File: src/rtl/bht_pkg.sv
// Shared constants and types for the branch history table and its access arbiter.
// The update record and grant states are common to the arbiter and its queue.
package bht_pkg;

  localparam int BHT_PC_W    = 9;
  localparam int BHT_ENTRIES = 32;
  localparam int BHT_CTR_W   = 2;

  typedef struct packed {
    logic [BHT_PC_W-1:0] pc;
    logic                taken;
  } bht_upd_t;

  typedef enum logic [1:0] {
    GNT_IDLE,
    GNT_LOOKUP,
    GNT_UPDATE
  } gnt_state_t;

endpackage

File: src/rtl/bht_upd_fifo.sv
// Synchronous FIFO that holds resolved branches waiting for a BHT write slot.
// Pointers carry one extra wrap bit, so full and empty can be told apart without a counter.
module bht_upd_fifo #(
  parameter int WIDTH = 10,
  parameter int DEPTH = 4
) (
  input  logic             clk,
  input  logic             reset,
  input  logic             push,
  input  logic [WIDTH-1:0] push_data,
  input  logic             pop,
  output logic [WIDTH-1:0] head,
  output logic             full,
  output logic             empty
);

  localparam int AW = $clog2(DEPTH);

  logic [AW:0]      wr_ptr;
  logic [AW:0]      rd_ptr;
  logic [WIDTH-1:0] mem [DEPTH];
  logic             push_ok;
  logic             pop_ok;

  assign empty   = (wr_ptr == rd_ptr);
  assign full    = (wr_ptr[AW] != rd_ptr[AW]) && (wr_ptr[AW-1:0] == rd_ptr[AW-1:0]);
  assign head    = mem[rd_ptr[AW-1:0]];
  // A push into a full queue is only legal when the head leaves in the same cycle.
  assign push_ok = push && (!full || pop);
  assign pop_ok  = pop && !empty;

  always_ff @(posedge clk) begin
    if (!reset) begin
      wr_ptr <= '0;
      rd_ptr <= '0;
    end else begin
      if (push_ok) wr_ptr <= wr_ptr + {{AW{1'b0}}, 1'b1};
      if (pop_ok)  rd_ptr <= rd_ptr + {{AW{1'b0}}, 1'b1};
    end
  end

  always_ff @(posedge clk) begin
    if (push_ok) mem[wr_ptr[AW-1:0]] <= push_data;
  end

endmodule

File: src/rtl/bht_access_arbiter.sv
// Shares the single BHT port between fetch lookups and queued resolve updates, one access per cycle.
// Define BHT_ARB_STATS_EN to add saturating grant and stall counters.
module bht_access_arbiter
  import bht_pkg::*;
#(
  parameter int PC_W       = BHT_PC_W,
  parameter int Q_DEPTH    = 4,
  parameter int STARVE_MAX = 3
) (
  input  logic            clk,
  input  logic            reset,
  input  logic            lk_valid,
  input  logic [PC_W-1:0] lk_pc,
  output logic            lk_ready,
  output logic            lk_pred_valid,
  output logic            lk_pred,
  input  logic            up_valid,
  input  logic [PC_W-1:0] up_pc,
  input  logic            up_taken,
  output logic            up_ready,
  output logic            bht_en,
  output logic            bht_we,
  output logic [PC_W-1:0] bht_pc,
  output logic            bht_taken,
  input  logic            bht_prediction
`ifdef BHT_ARB_STATS_EN
  ,
  output logic [31:0]     stat_lookups,
  output logic [31:0]     stat_updates,
  output logic [31:0]     stat_lk_stalls,
  output logic [31:0]     stat_up_stalls
`endif
);

  localparam int               SW         = $clog2(STARVE_MAX + 1);
  localparam logic [SW-1:0]    STARVE_LIM = SW'(STARVE_MAX);

  gnt_state_t    state;
  logic [SW-1:0] starve_cnt;
  logic          q_full;
  logic          q_empty;
  logic          q_push;
  logic [PC_W:0] q_head;
  logic          upd_win;
  logic          lk_gnt;

  bht_upd_fifo #(
    .WIDTH (PC_W + 1),
    .DEPTH (Q_DEPTH)
  ) u_fifo (
    .clk       (clk),
    .reset     (reset),
    .push      (q_push),
    .push_data ({up_pc, up_taken}),
    .pop       (upd_win),
    .head      (q_head),
    .full      (q_full),
    .empty     (q_empty)
  );

  // Grants are qualified by reset so the BHT port stays quiet while reset is held.
  always_comb begin
    upd_win   = reset && !q_empty && (!lk_valid || (starve_cnt == STARVE_LIM) || q_full);
    lk_gnt    = reset && lk_valid && !upd_win;
    bht_en    = upd_win || lk_gnt;
    bht_we    = upd_win;
    bht_pc    = '0;
    bht_taken = 1'b0;
    if (upd_win) begin
      bht_pc    = q_head[PC_W:1];
      bht_taken = q_head[0];
    end else if (lk_gnt) begin
      bht_pc = lk_pc;
    end
  end

  assign lk_ready      = lk_gnt;
  assign up_ready      = reset && (!q_full || upd_win);
  assign q_push        = up_valid && up_ready;
  assign lk_pred_valid = (state == GNT_LOOKUP);
  assign lk_pred       = lk_pred_valid && bht_prediction;

  // The state records last cycle's grant, which tells us when BHT read data belongs to the fetch side.
  always_ff @(posedge clk) begin
    if (!reset) begin
      state <= GNT_IDLE;
    end else if (upd_win) begin
      state <= GNT_UPDATE;
    end else if (lk_gnt) begin
      state <= GNT_LOOKUP;
    end else begin
      state <= GNT_IDLE;
    end
  end

  always_ff @(posedge clk) begin
    if (!reset) begin
      starve_cnt <= '0;
    end else if (upd_win || q_empty) begin
      starve_cnt <= '0;
    end else if (lk_gnt && (starve_cnt != STARVE_LIM)) begin
      starve_cnt <= starve_cnt + {{(SW-1){1'b0}}, 1'b1};
    end
  end

`ifdef BHT_ARB_STATS_EN
  always_ff @(posedge clk) begin
    if (!reset) begin
      stat_lookups   <= '0;
      stat_updates   <= '0;
      stat_lk_stalls <= '0;
      stat_up_stalls <= '0;
    end else begin
      if (lk_gnt && (stat_lookups != '1))
        stat_lookups <= stat_lookups + 32'd1;
      if (upd_win && (stat_updates != '1))
        stat_updates <= stat_updates + 32'd1;
      if (lk_valid && !lk_ready && (stat_lk_stalls != '1))
        stat_lk_stalls <= stat_lk_stalls + 32'd1;
      if (up_valid && !up_ready && (stat_up_stalls != '1))
        stat_up_stalls <= stat_up_stalls + 32'd1;
    end
  end
`endif

endmodule

File: config.mk
export PLATFORM = sky130hd
export DESIGN_NAME = bht_access_arbiter
export DESIGN_NICKNAME = d
export VERILOG_FILES = /design/src/rtl/bht_pkg.sv /design/src/rtl/bht_upd_fifo.sv /design/src/rtl/bht_access_arbiter.sv
export SDC_FILE = /design/constraint.sdc
export NUM_CORES = 1
export LEC_CHECK = 0
export CAP_MARGIN = 25
export CORE_ASPECT_RATIO = 2
export CORE_MARGIN = 2
export CORE_UTILIZATION = 52
export DETAILED_ROUTE_END_ITERATION = 10
export GPL_TIMING_DRIVEN = 0
export PLACE_DENSITY = 0.79
export SLEW_MARGIN = 20
export SYNTH_ARGS = -nofsm -noshare
export SYNTH_HDL_FRONTEND = slang
export SYNTH_SLANG_ARGS = --single-unit
File: constraint.sdc
create_clock -name clk -period 1.75 [get_ports clk]
set_input_delay 0.2625 -clock clk [delete_from_list [all_inputs] [get_ports clk]]
set_output_delay 0.2625 -clock clk [all_outputs]
set_load 0.01 [all_outputs]
==> results of run 1 <==
[timing repair]
item | CTS | global route
pin swaps | 6 | 4
hold endpoints to repair | 0 | 0
cloned | 1 | 0
buffers inserted | 12 | 4
resized for setup | 84 | 12
setup endpoints to repair | 39 | 15
[worst paths after layout]
check                                       from          endpoint  slack, ps
worst min register to register     starve_cnt[0]     starve_cnt[0]        440
worst max-delay path               starve_cnt[0]         bht_pc[4]       -250
worst min-delay path                       reset          register        360
worst max register to register  u_fifo.wr_ptr[0]  u_fifo.mem[0][2]        110
[flip-flops by register name (all words and copies together), names as in the netlist, named ones only]
signal and count:
u_fifo.mem 40, u_fifo.rd_ptr 3, u_fifo.wr_ptr 3, starve_cnt 2, state 2
[synth_stat cells, drive strengths merged, types with 3 or more instances]
master	instances	area, um2
edfxtp	40	1200
inv	3	11.3
ha	6	75.1
mux4	10	225
mux2i	13	130
xnor2	4	50.1
nand2	25	110
and3	4	25.0
clkbuf	5	18.8
dfxtp	12	240
nor2	7	26.3
[worst max-delay path, delay by kind of cell (launching register included)]
family | cells | cell delay (ps)
AND/OR/NAND/NOR | 2 | 220
buffers and inverters | 2 | 270
AO/OA/AOI/OAI | 1 | 260
multiplexers | 1 | 190
adder cells (fa/ha/maj) | 1 | 160
flip-flops | 1 | 340
[cell families (layout without fill, tap and decap cells)]
logic type               Yosys count  count (layout)  synth area share (%)
flip-flops                        52              52                  63.2
buffers and inverters             11              74                  2.58
AO/OA/AOI/OAI                      8               8                  2.91
multiplexers                      23              23                  15.6
XOR/XNOR                           5               5                  2.58
AND/OR/NAND/NOR                   45              45                  9.87
adder cells (fa/ha/maj)            6               6                  3.29
[final cells by class]
type | instances | share of cell area, %
timing repair buffer | 56 | 16.5
inverter | 4 | 0.651
multi-input combinational | 87 | 27.5
clock inverter | 1 | 0.976
tap | 54 | 2.20
sequential | 52 | 47.5
clock buffer | 7 | 2.48
buffer | 6 | 2.20
[metrics by stage]
| step | util (%) | hold slack [ps] | instance area [um2] | instances |
|---|---|---|---|---|
| floorplan | - | 361 | 2280 | 150 |
| global placement | 63.7 | 417 | 2740 | 243 |
| global route | 71.6 | 384 | 3080 | 267 |
| detailed placement | 63.7 | 424 | 2740 | 243 |
| finish | 71.6 | 357 | 3080 | 267 |
| CTS | 70.0 | 436 | 3010 | 263 |
[power breakdown]
part / total, W / switching, W / internal, W / leakage (nW)
Sequential: 0.00156 / 0.000119 / 0.00144 / 0.466
Clock: 0.000780 / 0.000352 / 0.000428 / 0.0524
Combinational: 0.00188 / 0.000756 / 0.00112 / 0.687
Total: 0.00422 / 0.00123 / 0.00299 / 1.21
[layer usage]
layer	GRT usage (%)	up-vias	part of all wire [%]
met5	0	-	0
met4	8.52	0	1.9
met3	4.00	8	4.1
met2	41.4	43	60
met1	19.8	725	34
li1	-	672	-
==> reports/metrics.cfg, run 1 <==
[cts]
clk_latency_ps=290
clockBufferDepth=2
cts_made_buffers=5
cts.clk_slew.worst_paths_ps=90
root_buffer=clkbuf_8
cts_hold_buf=0
cts_tree=yes
clock-sinks=52
cts.htree.levels=2

[timing]
period_share_pct=114
setup_tns_ps=-2190
final-setup-viol-count=13
rsz0062_at_grt=yes
setup_slack_ps=-250
slew-limit-headroom_pct=62.6
skew_ps=3.85
worstMarginPinSlew_ps=561
min_period_ps=2000
slew_viol_final=0
clock.fmax_mhz=500
hold_viol=0

[global_routing]
overflow=0
grt_use_total_pct=21.1
antenna_found_initial=0
grt_max_degree=16
grt_pass1_vias=1641
grt_pass1_wl_mm=7.53

[cells_and_area]
final_cell_mix=edfxtp_1, nand2_1, clkdlybuf4s50_1, mux2i_1
multiInputGateArea_um2=846
final_common_cell=edfxtp_1
fill_cells=283
layout.nets=242
synthToLayoutAreaGrowth_pct=34.8
diodes=0
drive_gt1_share_pct=33.3
seqCellArea_um2=1460

[worst_setup_path]
arrival_ps=1740
max_stage_delay_ps=340
crit_type=reg2out
r2r_cells=4
path_max_fanout=5
crit_slowest_cell=dfxtp_2
endpoint_kind=primary output
crit_required_ps=1490
critPathLaunchType=register
cp_cell_sequence=ha_4, nor2b_4, a21bo_4, nand2_8, buf_12, mux2i_1, buf_2

[routing]
routed_wl_mm=4.75
vias=1448
route.detailed.drc=0
viasPerCell=5.42
firstDrtPassIters=4
ant_nets=0
drtIter0Drc=18
wl_per_cell_um=17.8

[die]
die_h_um=97.7
ios=40
die-area_um2=4960
coreArea_um2=4300
rows=34
die_w_um=50.8
start_util_pct=53.1

[job]
cap_violations=0

[power]
power.density_nw_per_um2=1370
vdd_drop_max_uv=914
p_total_w=0.00422
leakagePower_nw=1.21

[yosys]
ys_warn_count=0
avgSynthCellArea_um2=15.2
ys_ff_latch=52
synth_area_um2=2280
syn_inst=150
ys.flop_type=edfxtp_1
synthesis.nets=180
synth_cell_types=30
synth_edf_count=40
async_reset_ff_share_pct=0
ys_seq_area_share_pct=63.2

[place]
gp_congestion=0.723
place_hpwl_mm=3.09
portBuffers=39
place_ws_ps=-851

[outcome]
violations=setup timing
status=finished, violations left

[hold_path]
worstHoldPathType=in2reg
hold_depth=3

Power figures use the tool's default switching activity.
==> run 2, diff against run 1 <==
SKIP_LAST_GASP = 1   (was default)
==> run 2 against run 1 <==
  * Largest cell class unchanged
  * Clock power is essentially flat
  * Non-clock buffer count is the same
  * Power is essentially flat
  * Sequential share of layout area is the same
  * Critical endpoint unchanged
  * The flow still finishes with violations (setup timing)
  * Utilization is the same
  * Global-route usage is the same
  * Clock-buffer cell count is the same
  * Highest routed layer unchanged
  * Final cell count is the same
  * Wire length shrank 0.61%
  * Final area is the same
==> reports/metrics.cfg, run 2 (synthesis gave the netlist of run 1 again) <==
[outcome]
status=finished, violations left
violations=setup timing

[routing]
routed_wl_mm=4.72
vias=1457
wl_per_cell_um=17.7
viasPerCell=5.46
ant_nets=0
firstDrtPassIters=4
drtIter0Drc=20
route.detailed.drc=0

[die]
ios=40
die_w_um=50.8
die_h_um=97.7
rows=34
die-area_um2=4960
start_util_pct=53.1
coreArea_um2=4300

[timing]
skew_ps=4.56
rsz0062_at_grt=yes
slew-limit-headroom_pct=62.3
hold_viol=0
slew_viol_final=0
clock.fmax_mhz=500
min_period_ps=2000
worstMarginPinSlew_ps=565
setup_slack_ps=-249
period_share_pct=114
final-setup-viol-count=13

[cells_and_area]
layout.nets=242
diodes=0
final_common_cell=edfxtp_1
synthToLayoutAreaGrowth_pct=34.8
fin_util_pct=71.6
final_cell_mix=edfxtp_1, nand2_1, clkdlybuf4s50_1, mux2i_1
largest_reg_flops=40
drive_gt1_share_pct=33.3
fill_cells=283

[worst_setup_path]
crit_required_ps=1490
arrival_ps=1740
r2r_setup_slack_ps=110
critPathBufInv=2
cp_cell_sequence=ha_4, nor2b_4, a21bo_4, nand2_8, buf_12, mux2i_1, buf_2
max_stage_delay_ps=340
endpoint_kind=primary output
r2r_start=u_fifo.wr_ptr[0]
r2r_cells=4
crit_slowest_cell=dfxtp_2
cpLargestDelayFamily=flip-flops
critPathLaunchType=register
crit_type=reg2out
path_max_fanout=5
cp.depth=7
r2r_end=u_fifo.mem[0][2]

[global_routing]
overflow=0
grt_pass1_vias=1641
grt_max_degree=16
antenna_found_initial=0
grt_use_total_pct=21.1
grt_pass1_wl_mm=7.53

[power]
vdd_drop_max_uv=913
power.density_nw_per_um2=1370
leakagePower_nw=1.21

[cts]
cts_made_buffers=5
root_buffer=clkbuf_8
cts_tree=yes
clk_latency_ps=300
clockBufferDepth=2
clock-sinks=52
cts.clk_slew.worst_paths_ps=90
cts.htree.levels=2
cts_hold_buf=0

[place]
portBuffers=39
place_ws_ps=-851
place_hpwl_mm=3.09
gp_congestion=0.723

[hold_path]
hold_depth=3
worstHoldPathType=in2reg
holdCritStartpoint=reset

[job]
cap_violations=0

[run 2: cell counts in the layout (fill, tap and decap cells not counted)]
Identical to the previous run, type by type.
[run 2: repair_timing]
item | CTS | global route
pin swaps | 6 | 4
setup endpoints to repair | 39 | 15
gates resized for setup | 84 | 12
buffers inserted | 12 | 4
hold endpoints to repair | 0 | 0
gates cloned | 1 | 0
[run 2: cell type report]
cell class / instances / area [um2] / area share, %
plain buffers: 6 / 67.6 / 2.20
clock buffers: 7 / 76.3 / 2.48
clock inverters: 1 / 30.0 / 0.976
inverters: 4 / 20.0 / 0.651
multi-input cells: 87 / 846 / 27.5
flip-flops and latches: 52 / 1460 / 47.5
well taps: 54 / 67.6 / 2.20
repair buffers: 56 / 507 / 16.5
[run 2: per-stage QoR]
step / hold WS [ps] / std cells / total power [W] / instance area, um2 / TNS (ps)
floorplan: 361 / 150 / 0.00249 / 2280 / 0
global placement: 417 / 243 / 0.00291 / 2740 / -20870
detailed placement: 424 / 243 / 0.00296 / 2740 / -23980
CTS: 436 / 263 / 0.00414 / 3010 / -2010
global route: 384 / 267 / 0.00443 / 3080 / -2980
finish: 357 / 267 / 0.00422 / 3080 / -2180
[run 2: how the worst max path moves through the flow]
stage / from / to / slack [ps]
floorplan: starve_cnt[0] / bht_pc[1] / 90
global placement: reset / bht_pc[4] / -800
detailed placement: reset / bht_pc[4] / -850
CTS: starve_cnt[0] / bht_pc[4] / -250
global route: starve_cnt[0] / bht_pc[2] / -310
finish: starve_cnt[0] / bht_pc[4] / -250
[run 2: layer usage]
layer	global-route usage, %	vias to the layer above	routed length, um
li1	-	673	-
met4	8.52	0	87
met5	0	-	0
met2	41.4	45	2850
met3	4.00	8	200
met1	19.8	731	1590
[run 2: report_power, final]
part	switching, W	internal [W]
sequential	0.000119	0.00144
combinational	0.000755	0.00112
clock	0.000352	0.000428
[run 2: worst min-delay path, delay by kind of cell]
family | cells | cell delay (ps)
buffers and inverters | 1 | 170
AND/OR/NAND/NOR | 1 | 110
multiplexers | 1 | 80
==> run 3, diff against run 2 <==
CTS_CLUSTER_DIAMETER = 100   (was default)
==> results of run 3 <==
No change in the layout: final DEF, timing and power equal those of run 2.
